`src/rtl/btn_pkg.sv`:
```
// Shared types and index constants for the push-button front end.
package btn_pkg;

  typedef enum logic [1:0] {
    RELEASED  = 2'd0,
    CHK_PRESS = 2'd1,
    PRESSED   = 2'd2,
    CHK_REL   = 2'd3
  } db_state_t;

  localparam int NUM_BTN = 4;
  localparam int BTN_L   = 3;
  localparam int BTN_U   = 2;
  localparam int BTN_R   = 1;
  localparam int BTN_D   = 0;

endpackage

```
`src/rtl/button_debouncer.sv`:
```
// One button: 2-flop synchroniser, debounce FSM with stability counter,
// registered level and single-cycle press pulse.
module button_debouncer
  import btn_pkg::*;
#(
  parameter int DEBOUNCE_CYCLES = 1_000_000
) (
  input  logic clk,
  input  logic rst,
  input  logic btn_raw,
  output logic level,
  output logic press
);

  localparam int CNT_W = (DEBOUNCE_CYCLES > 2) ? $clog2(DEBOUNCE_CYCLES) : 1;
  localparam logic [CNT_W-1:0] CNT_TERM = CNT_W'(DEBOUNCE_CYCLES - 1);

  logic             sync_p0;
  logic             sync_p1;
  db_state_t        state;
  logic [CNT_W-1:0] cnt;

  // synchroniser stage: btn_raw -> sync_p0 -> sync_p1
  always_ff @(posedge clk) begin
    if (rst) begin
      sync_p0 <= 1'b0;
      sync_p1 <= 1'b0;
    end else begin
      sync_p0 <= btn_raw;
      sync_p1 <= sync_p0;
    end
  end

  // debounce stage: FSM sees only sync_p1
  always_ff @(posedge clk) begin
    if (rst) begin
      state <= RELEASED;
      cnt   <= '0;
      level <= 1'b0;
      press <= 1'b0;
    end else begin
      press <= 1'b0;
      unique case (state)
        RELEASED: begin
          if (sync_p1) begin
            state <= CHK_PRESS;
            cnt   <= '0;
          end
        end
        CHK_PRESS: begin
          if (!sync_p1) begin
            state <= RELEASED;
          end else if (cnt == CNT_TERM) begin
            state <= PRESSED;
            level <= 1'b1;
            press <= 1'b1;
          end else begin
            cnt <= cnt + CNT_W'(1);
          end
        end
        PRESSED: begin
          if (!sync_p1) begin
            state <= CHK_REL;
            cnt   <= '0;
          end
        end
        CHK_REL: begin
          // a release never produces a pulse; a bounce back high resumes PRESSED
          if (sync_p1) begin
            state <= PRESSED;
          end else if (cnt == CNT_TERM) begin
            state <= RELEASED;
            level <= 1'b0;
          end else begin
            cnt <= cnt + CNT_W'(1);
          end
        end
        default: state <= RELEASED;
      endcase
    end
  end

endmodule

```
`src/rtl/button_group_ctrl.sv`:
```
// Four debounced buttons, each press toggling a latched off bit that
// blanks its 4-LED group of the switch pattern.
module button_group_ctrl
  import btn_pkg::*;
#(
  parameter int DEBOUNCE_CYCLES = 1_000_000
) (
  input  logic        clk,
  input  logic        rst,
  input  logic        btnL,
  input  logic        btnU,
  input  logic        btnR,
  input  logic        btnD,
  input  logic [15:0] sw,
  output logic [3:0]  btn_level,
  output logic [3:0]  btn_press,
  output logic [3:0]  group_off,
  output logic [15:0] led
);

  logic [NUM_BTN-1:0] btn_raw;

  assign btn_raw[BTN_L] = btnL;
  assign btn_raw[BTN_U] = btnU;
  assign btn_raw[BTN_R] = btnR;
  assign btn_raw[BTN_D] = btnD;

  for (genvar i = 0; i < NUM_BTN; i++) begin : g_db
    button_debouncer #(
      .DEBOUNCE_CYCLES(DEBOUNCE_CYCLES)
    ) u_db (
      .clk    (clk),
      .rst    (rst),
      .btn_raw(btn_raw[i]),
      .level  (btn_level[i]),
      .press  (btn_press[i])
    );
  end

  // toggle stage: one edge after the press pulse
  always_ff @(posedge clk) begin
    if (rst) begin
      group_off <= '0;
    end else begin
      group_off <= group_off ^ btn_press;
    end
  end

  always_comb begin
    led = '0;
    for (int i = 0; i < NUM_BTN; i++) begin
      led[4*i +: 4] = sw[4*i +: 4] & {4{~group_off[i]}};
    end
  end

endmodule

```
`config.mk`:
```
export PLATFORM = sky130hd
export DESIGN_NAME = button_group_ctrl
export DESIGN_NICKNAME = d
export VERILOG_FILES = /design/src/rtl/btn_pkg.sv /design/src/rtl/button_debouncer.sv /design/src/rtl/button_group_ctrl.sv
export SDC_FILE = /design/constraint.sdc
export NUM_CORES = 1
export LEC_CHECK = 0
export ABC_AREA = 1
export BUFFER_PORTS_ARGS = -buffer_cell sky130_fd_sc_hd__buf_2
export CORE_MARGIN = 2
export CORE_UTILIZATION = 61
export CTS_CLUSTER_DIAMETER = 80
export CTS_CLUSTER_SIZE = 28
export DETAILED_ROUTE_END_ITERATION = 8
export GPL_TIMING_DRIVEN = 0
export PLACE_DENSITY = 0.86
export SYNTH_ARGS = -nofsm -noshare
export SYNTH_HDL_FRONTEND = slang
export SYNTH_SLANG_ARGS = --single-unit
```
`constraint.sdc`:
```
create_clock -name clk -period 1.75 [get_ports clk]
set_input_delay 0.175 -clock clk [delete_from_list [all_inputs] [get_ports clk]]
set_output_delay 0.175 -clock clk [all_outputs]
set_load 0.05 [all_outputs]
```
# After elaboration in Yosys (flattened, before gate mapping)
# Index checks and enable logic that the tools add are counted.
[word_totals]
in_bits = 22
reg_bits = 108
elab_cells = 194
output_inout_bits = 28
[op_classes]
addsub = 4
bitwise = 17
n_mux = 76
n_eq_ne = 48
reduce_logical = 24
[ops]
columns = ["cell", "count"]
rows = [
  ["two-way mux 20 bit", 20],
  ["case mux 20 bit (4 select lines)", 4],
  ["adder 20 x 1 -> 20 bit, second input constant", 4],
  ["== test 20 bit, second input constant", 4],
  ["two-way mux 2 bit", 24],
  ["!= test 2 x 1 -> 1 bit, second input constant", 16],
  ["case mux 2 bit (4 select lines)", 4],
  ["AND reduction 4 bit", 8],
  ["two-way mux 1 bit", 20],
  ["AND reduction 5 bit", 4],
  ["AND 4 bit", 4],
  ["== test 2 bit, second input constant", 8],
  ["!= test 2 bit, second input constant", 8],
  ["!= test 3 x 1 -> 1 bit, second input constant", 4],
  ["!= test 3 bit, second input constant", 4],
  ["NOT 1 bit", 12],
  ["OR reduction 3 bit", 4],
  ["== test 2 x 1 -> 1 bit, second input constant", 4],
  ["zero test 2 bit", 4],
  ["case mux 1 bit (2 select lines)", 4],
  ["nonzero test 2 bit", 4],
  ["XOR 4 bit", 1],
]

# Longest topological paths before layout
# Gate-level depths: netlist (run 1).
[logic_depth]
word_depth = 4
depth_mapped = 11
depth_no_buf = 11

# Modules after synthesis
# A second synthesis (run 1) with hierarchy kept.
[unflattened]
hier_cells = 1025
area_unflattened_um2 = 6294.8
[modules_own_cells]
columns = ["module", "area_per_inst_um2", "n_inst", "cells_each", "seq_area_each_um2"]
rows = [
  ["button_debouncer", 1507.7, 4, 243, 520.5],
  ["button_group_ctrl", 264.0, 1, 53, 80.1],
]

# Least setup slack after synthesis (run 1)
# Ideal clock, no wire load.
[synth_path]
path_kind = "flip-flop to flip-flop"
start = "reg g_db[2].u_db.cnt[0]"
end = "reg g_db[2].u_db.cnt[12]"
required_ns = 1.637
synth_period_minus_slack_ns = 1.517
path_slack_ns = 0.233
arrival_ns = 1.405
stages_incl_launch_ff = 9
setup_ns = 0.113
n_path_buf = 0
path_cell_list = "dfxtp_1 -> ha_1 -> nand3_2 -> nor2_1 -> nand2_1 -> o21ai_0 -> nand3_1 -> nor2_1 -> nor2_1"
[synth_via]
elab_chain_cells = 4
word_cells_on_any_way = 6
cone_classes = "add/sub (1); eq/ne (1); mux (4)"
[synth_rtl]
columns = ["element", "line_no", "text"]
rows = [
  ["from (decl)", "button_debouncer.sv:21", "logic [CNT_W-1:0] cnt;"],
  ["from (signal assigned)", "button_debouncer.sv:58", "cnt <= cnt + CNT_W'(1);"],
  ["from (signal assigned)", "button_debouncer.sv:75", "cnt <= cnt + CNT_W'(1);"],
  ["adder 20 x 1 -> 20 bit or == test 20 bit (tied branches)", "n/a", ""],
  ["two-way mux 20 bit *", "button_debouncer.sv:53, button_debouncer.sv:71", ""],
  ["two-way mux 20 bit (on tied branches)", "button_debouncer.sv:69, button_debouncer.sv:51", ""],
  ["case mux 20 bit (4 select lines) *", "button_debouncer.sv:43", "unique case (state)"],
]
# Every way passes the cells marked *; elsewhere a longest branch is shown, timed or not. The select of a mux whose other input is x is not followed.
# A chain may end at the register's enable or synchronous reset.

# Worst setup path after layout (run 1)
[layout_path]
start = "reg g_db[1].u_db.cnt[0]"
end = "reg g_db[1].u_db.cnt[7]"
[layout_via]
elab_chain_cells = 4
word_cells_on_any_way = 6
cone_classes = "add/sub (1); eq/ne (1); mux (4)"
[layout_rtl]
columns = ["element", "line_no"]
rows = [
  ["from (decl)", "button_debouncer.sv:21"],
  ["from (signal assigned)", "button_debouncer.sv:58"],
  ["from (signal assigned)", "button_debouncer.sv:75"],
  ["adder 20 x 1 -> 20 bit or == test 20 bit (tied branches)", "n/a"],
  ["two-way mux 20 bit *", "button_debouncer.sv:53, button_debouncer.sv:71"],
  ["two-way mux 20 bit (on tied branches)", "button_debouncer.sv:69, button_debouncer.sv:51"],
  ["case mux 20 bit (4 select lines) *", "button_debouncer.sv:43"],
]
# Marks and branches as above.

==> out/metrics.cfg, run 1 <==
[critical_path]
critical_path_peak_fanout=10
reg2reg_to=g_db[1].u_db.cnt[7]
cp-endpoint=g_db[1].u_db.cnt[7]
cp.arrival_ns=2.00
r2r_setup_slack_ns=0.1
start_kind=register
r2r_start=g_db[1].u_db.cnt[0]
crit_path_end_kind=register
crit_path_start=g_db[1].u_db.cnt[0]
worstSetupPathType=reg2reg
r2r_cells=10
critPathRequiredTime_ns=2.10

[place]
hpwl_um=11000
gp_congestion=0.967
placed_area_um2=6780
io_buffers=48

[pwr]
p_leak_nw=2.93
finalPower_mw=4.23
vdd_drop_max_mv=0.447
pwr_density_cell_nw_per_um2=592

[finish]
layout_commonest_cell=nand2_1
fin_area_um2=7160
post-route-util=0.700
drive_gt1_frac=0.129
antennaDiodeCount=0
most-common-layout-cells=nand2_1 (284), nor2_1 (184), inv_1 (135), dfxtp_1 (100), nand3_1 (77)
area_growth_pct=12.3
nets=1123

[global_route]
grt_pass1_wl_um=25700
grt_overflow=0
grt_usage=0.277
grt_pass1_vias=5854
grt_antenna_before_repair=0
grt_max_degree=18

[die]
fp.coreArea_um2=10200
initial_core_util=0.623
rows=37
die_h_um=106
io_pins=50
dieArea_um2=11300
die_w_um=106

[routing]
top_layer_used=met4
dr.pass1.iters=7
wl_per_cell_um=12.5
vias=6532
wl_met3_um=1070
ant_nets=0
wl_met1_um=6880
drc=0
met2_wirelength_um=7270
routed_via_density=5.28
drt-initial-drc-count=404
wl_um=15500

[cts]
path_clk_slew_ns=0.11
htreeDepth=3
cts_tree=built
clk_path_buf_depth=2
cts_root_buf=clkbuf_8
clock_latency_ns=0.40
cts_buffers=9
clkSinkCount=108

[synth]
synth_cell_type_count=37
async_reset_ff_frac=0
ys.flop_type=dfxtp_1
synthesis.area_um2=6370
syn-num-nets=1057
synth_cells=1031
synth_warnings=0
synth-edff-count=0
syn_area_per_cell_um2=6.18
seq_area_frac_synth=0.339
ys_ff_latch=108

[flow_run]
cap_viol_max_count=0

[timing]
relSlewSlack=0.596
clock_skew_ns=0.0213
tightest_slew_ns=0.605
period_share=0.944
fmax_ghz=0.605
slew_viol_final=0
hold_viol=0
final.min_clock_period_ns=1.65
setup_viol=0

[run_status]
outcome=completed

[hold_path]
min_path_type=in2reg

-- stage by stage --
step	setup TNS, ns	cells	setup WS [ns]	hold slack (ns)
6_report	0	1237	0.0977	0.00638
5_1_grt	-0.0268	1237	-0.0237	0.00750
4_1_cts	0	1233	0.00416	0.00770
3_5_place_dp	-0.362	1215	-0.0929	0.385
3_3_place_gp	-0.190	1215	-0.0711	0.379
2_1_floorplan	0	1031	0.233	0.282
-- report_power, final --
part / switching (mW) / leakage [nW] / internal, mW
combinational: 0.228 / 1.97 / 0.0901
clock: 0.919 / 0.0827 / 0.519
sequential: 0.00970 / 0.876 / 2.47
-- critical path: stages, from the launching register on --
cell and delay, ns:
dfxtp_2 0.38, ha_2 0.22, nand3_4 0.13, nor2_2 0.16
nand3_2 0.15, nand2_4 0.12, inv_2 0.08, buf_6 0.15
nand2_1 0.06, nand2_1 0.05, a21oi_2 0.10
-- synthesized netlist by cell type (2+ instances only) --
| cell | count | area (µm²) |
|---|---|---|
| a21oi_1 | 52 | 260 |
| a21oi_2 | 5 | 43.8 |
| and2_1 | 3 | 18.8 |
| buf_2 | 6 | 30.0 |
| buf_4 | 10 | 75.1 |
| buf_6 | 5 | 56.3 |
| clkbuf_1 | 10 | 37.5 |
| clkinv_1 | 2 | 7.51 |
| dfxtp_1 | 108 | 2160 |
| ha_1 | 4 | 50.1 |
| inv_1 | 135 | 507 |
| inv_2 | 2 | 7.51 |
| nand2_1 | 285 | 1070 |
| nand2_2 | 3 | 18.8 |
| nand2_4 | 2 | 22.5 |
| nand3_1 | 79 | 395 |
| nand3_2 | 6 | 60.1 |
| nand3b_1 | 6 | 45.0 |
| nand4_1 | 28 | 175 |
| nor2_1 | 192 | 721 |
| nor2_2 | 6 | 37.5 |
| nor3_1 | 16 | 80.1 |
| nor3_2 | 2 | 20.0 |
| o211ai_1 | 2 | 15.0 |
| o21ai_0 | 24 | 120 |
| o21ai_1 | 2 | 10.0 |
| o21bai_1 | 5 | 37.5 |
| xnor2_1 | 10 | 87.6 |
| xor2_1 | 13 | 114 |
-- metal layers --
| layer | global-route usage | up-vias |
|---|---|---|
| met5 | 0 | - |
| met4 | 0.111 | 0 |
| met3 | 0.0589 | 24 |
| met2 | 0.455 | 233 |
| met1 | 0.356 | 2911 |
| li1 | - | 3364 |
-- repair_timing --
| action | in CTS | in global routing |
|---|---|---|
| pin swaps | 0 | 2 |
| endpoints found under the setup margin | 18 | 75 |
| endpoints found under the hold margin | 3 | 0 |
| resized for setup | 8 | 30 |
| setup buffers | 0 | 4 |
| hold buffers | 3 | 0 |
-- flip-flops by register name (all words and copies together) (netlist names), named ones only --
signal,count
g_db.u_db.cnt,80
g_db.u_db.level,4
g_db.u_db.press,4
g_db.u_db.state,4
g_db.u_db.sync_p0,4
g_db.u_db.sync_p1,4
group_off,4
-- logic make-up after synthesis --
kind of cell,count (synthesis),share of synthesized area
xor+xnor,23,0.0316
fa+ha+maj,4,0.00785
buf+inv,172,0.117
flops,108,0.339
compound gates,91,0.0773
simple gates,633,0.427
-- how the worst min path moves through the flow --
stage | startpoint | endpoint | slack, ns | depth (start not counted)
5_1_grt | btnU | g_db[2].u_db.sync_p0 | 0.008 | 3
3_3_place_gp | btnD | g_db[0].u_db.sync_p0 | 0.38 | 3
6_report | btnU | g_db[2].u_db.sync_p0 | 0.006 | 3
3_5_place_dp | btnD | g_db[0].u_db.sync_p0 | 0.38 | 3
2_1_floorplan | btnD | g_db[0].u_db.sync_p0 | 0.28 | 2
4_1_cts | btnU | g_db[2].u_db.sync_p0 | 0.008 | 3
-- layout make-up --
class	instances	area (µm²)
flip-flops and latches	108	2170
fillers	897	3070
repair buffers	55	300
clock buffers	10	128
well taps	136	170
plain buffers	33	226
clock inverters	5	38.8
multi-input cells	751	3600
inverters	139	523
No activity file was read; power rests on OpenSTA's default activity.
==> inputs of run 2 (changes only) <==
CELL_PAD_IN_SITES_DETAIL_PLACEMENT = 1   (was default)
CELL_PAD_IN_SITES_GLOBAL_PLACEMENT = 2   (was default)
CORE_UTILIZATION = 33   (was 61)
==> run 2 against run 1 <==
Compared with the run above: clock skew is 0.016 ns lower; clock-buffer cell count did not move; total power up 18%; sequential cell count unchanged; die area is 81% higher; via count is 0.58% lower; sequential power is essentially flat; global-route usage is 8.2 points lower; largest power group unchanged; highest routed layer unchanged.
==> out/metrics.cfg, run 2 (synthesis results as in run 1) <==
[run_status]
outcome=completed

[pwr]
pwr_density_cell_nw_per_um2=667  ; +13%
p_leak_nw=3.00  ; +2.5%
finalPower_mw=5.00  ; +18%
vdd_drop_max_mv=0.496  ; +11%

[flow_run]
cap_viol_max_count=0  ; unchanged

[die]
io_pins=50  ; unchanged
dieArea_um2=20400  ; +81%
initial_core_util=0.338  ; -0.284
fp.coreArea_um2=18800  ; +84%
rows=50  ; +35%
die_h_um=143  ; +35%
die_w_um=143  ; +35%

[place]
dpl.cell_count=1339  ; +10%
pre_cts_ws_ns=-0.202  ; -0.110 ns
placed_area_um2=6940  ; +2.3%
hpwl_um=14400  ; +31%
io_buffers=48  ; unchanged
gp_congestion=0.835  ; -14%

[finish]
finalNonFillerCells=1360  ; +9.9%
area_growth_pct=17.5
largest_reg_flops=80  ; unchanged
fin_area_um2=7490  ; +4.7%
drive_gt1_frac=0.142  ; +0.0128
most-common-layout-cells=nand2_1 (284), nor2_1 (182), inv_1 (135), dfxtp_1 (92), nand3_1 (76)
nets=1121  ; -0.18%
antennaDiodeCount=0  ; unchanged
layout_commonest_cell=nand2_1
max_flop_register=g_db.u_db.cnt

[timing]
period_share=0.938  ; -0.00657
fmax_ghz=0.609  ; +0.70%
slew_viol_final=0  ; unchanged
setup_slack_ns=0.109  ; +0.0115 ns
setup_viol=0  ; unchanged
clock_skew_ns=0.00489  ; -0.0164 ns
final.min_clock_period_ns=1.64  ; -0.0115 ns
hold_viol=0  ; unchanged
relSlewSlack=0.524  ; -0.0720
rsz0062_at_grt=yes
tightest_slew_ns=0.713  ; +0.108 ns

[global_route]
grt_pass1_vias=6382  ; +9.0%
grt_pass1_wl_um=31900  ; +24%
grt_antenna_before_repair=0  ; unchanged
grt_max_degree=19  ; +1
grt_usage=0.195  ; -0.0822
grt_overflow=0  ; unchanged

[cts]
hold_buffers=0  ; -3
htreeDepth=3  ; unchanged
clkSinkCount=108  ; unchanged
clock_latency_ns=0.36  ; -0.04 ns
cts_root_buf=clkbuf_16
path_clk_slew_ns=0.07  ; -0.04 ns
clk_path_buf_depth=2  ; unchanged
cts_tree=built
cts_buffers=9  ; unchanged

[critical_path]
crit_path_start=g_db[3].u_db.cnt[0]
crit_path_end_kind=register
worstSetupPathType=reg2reg
critPathRequiredTime_ns=2.05  ; -0.05 ns
cpPeakStageDelay_ns=0.38  ; about the same
cp.arrival_ns=1.94  ; -0.06 ns
critical_path_peak_fanout=10  ; unchanged
path_cells=ha_4 -> nand3_4 -> nor3_4 -> nand3_2 -> nand2_4 -> buf_6 -> nand2_1 -> a21oi_1
start_kind=register
r2r_start=g_db[3].u_db.cnt[0]
cp_slowest_cell=dfxtp_2

[hold_path]
hp-start=btnD
min_path_type=in2reg

[routing]
wl_per_cell_um=14.1  ; +12%
wl_um=19100  ; +24%
ant_nets=0  ; unchanged
drt-initial-drc-count=326  ; -19%
vias=6494  ; -0.58%
routed_via_density=4.78  ; -9.6%
dr.pass1.iters=4  ; -3
drc=0  ; unchanged

[run 2: power breakdown]
group | total [mW] | switching [mW] | internal (mW)
clock network | 2.20 | 1.03 | 1.16
logic | 0.328 | 0.240 | 0.0876
registers | 2.48 | 0.0100 | 2.47
total | 5.00 | 1.28 | 3.72
[run 2: metal layers]
layer	GRT usage	vias up	wire length [µm]
met1	0.256	3053	9230
li1	-	3347	-
met2	0.333	78	9060
met5	0	-	0
met3	0.0389	16	642
met4	0.0406	0	195
[run 2: path summary, 6_finish.rpt]
check / depth (start not counted) / slack (ns) / endpoint
worst max-delay path: 8 / 0.11 / g_db[3].u_db.cnt[4]
worst max register to register: 8 / 0.11 / g_db[3].u_db.cnt[4]
worst min register to register: 2 / 0.41 / g_db[2].u_db.sync_p1
worst min-delay path: 3 / 0.009 / g_db[0].u_db.sync_p0
[run 2: per-stage QoR]
| stage | hold WS, ns | setup TNS (ns) | utilization |
|---|---|---|---|
| 5_1_grt | 0.0201 | -0.0185 | 0.398 |
| 3_3_place_gp | 0.376 | -2.00 | 0.369 |
| 2_1_floorplan | 0.282 | 0 | - |
| 6_report | 0.00941 | 0 | 0.398 |
| 3_5_place_dp | 0.391 | -3.21 | 0.369 |
| 4_1_cts | 0.00153 | 0 | 0.388 |
[run 2: critical path: cells and delay by family (launching register included)]
| kind | cells | cell delay, ns |
|---|---|---|
| buffers and inverters | 1 | 0.17 |
| adder cells (fa/ha/maj) | 1 | 0.17 |
| AND/OR/NAND/NOR | 5 | 0.73 |
| AO/OA/AOI/OAI | 1 | 0.11 |
| flip-flops | 1 | 0.38 |
[run 2: timing repair]
item | 4_1_cts | 5_1_grt
hold endpoints to repair | 0 | 0
setup endpoints to repair | 45 | 82
setup buffers | 0 | 5
pin swaps | 0 | 5
resized for setup | 14 | 43
[run 2: final cells by class]
cell class                      count  area, µm²
Sequential cell                   108       2180
Inverter                          139        523
Buffer                             33        235
Timing Repair Buffer               53        278
Clock buffer                       10        239
Tap cell                          260        325
Multi-Input combinational cell    751       3640
Fill cell                        2514      11300
Clock inverter                      6       70.1
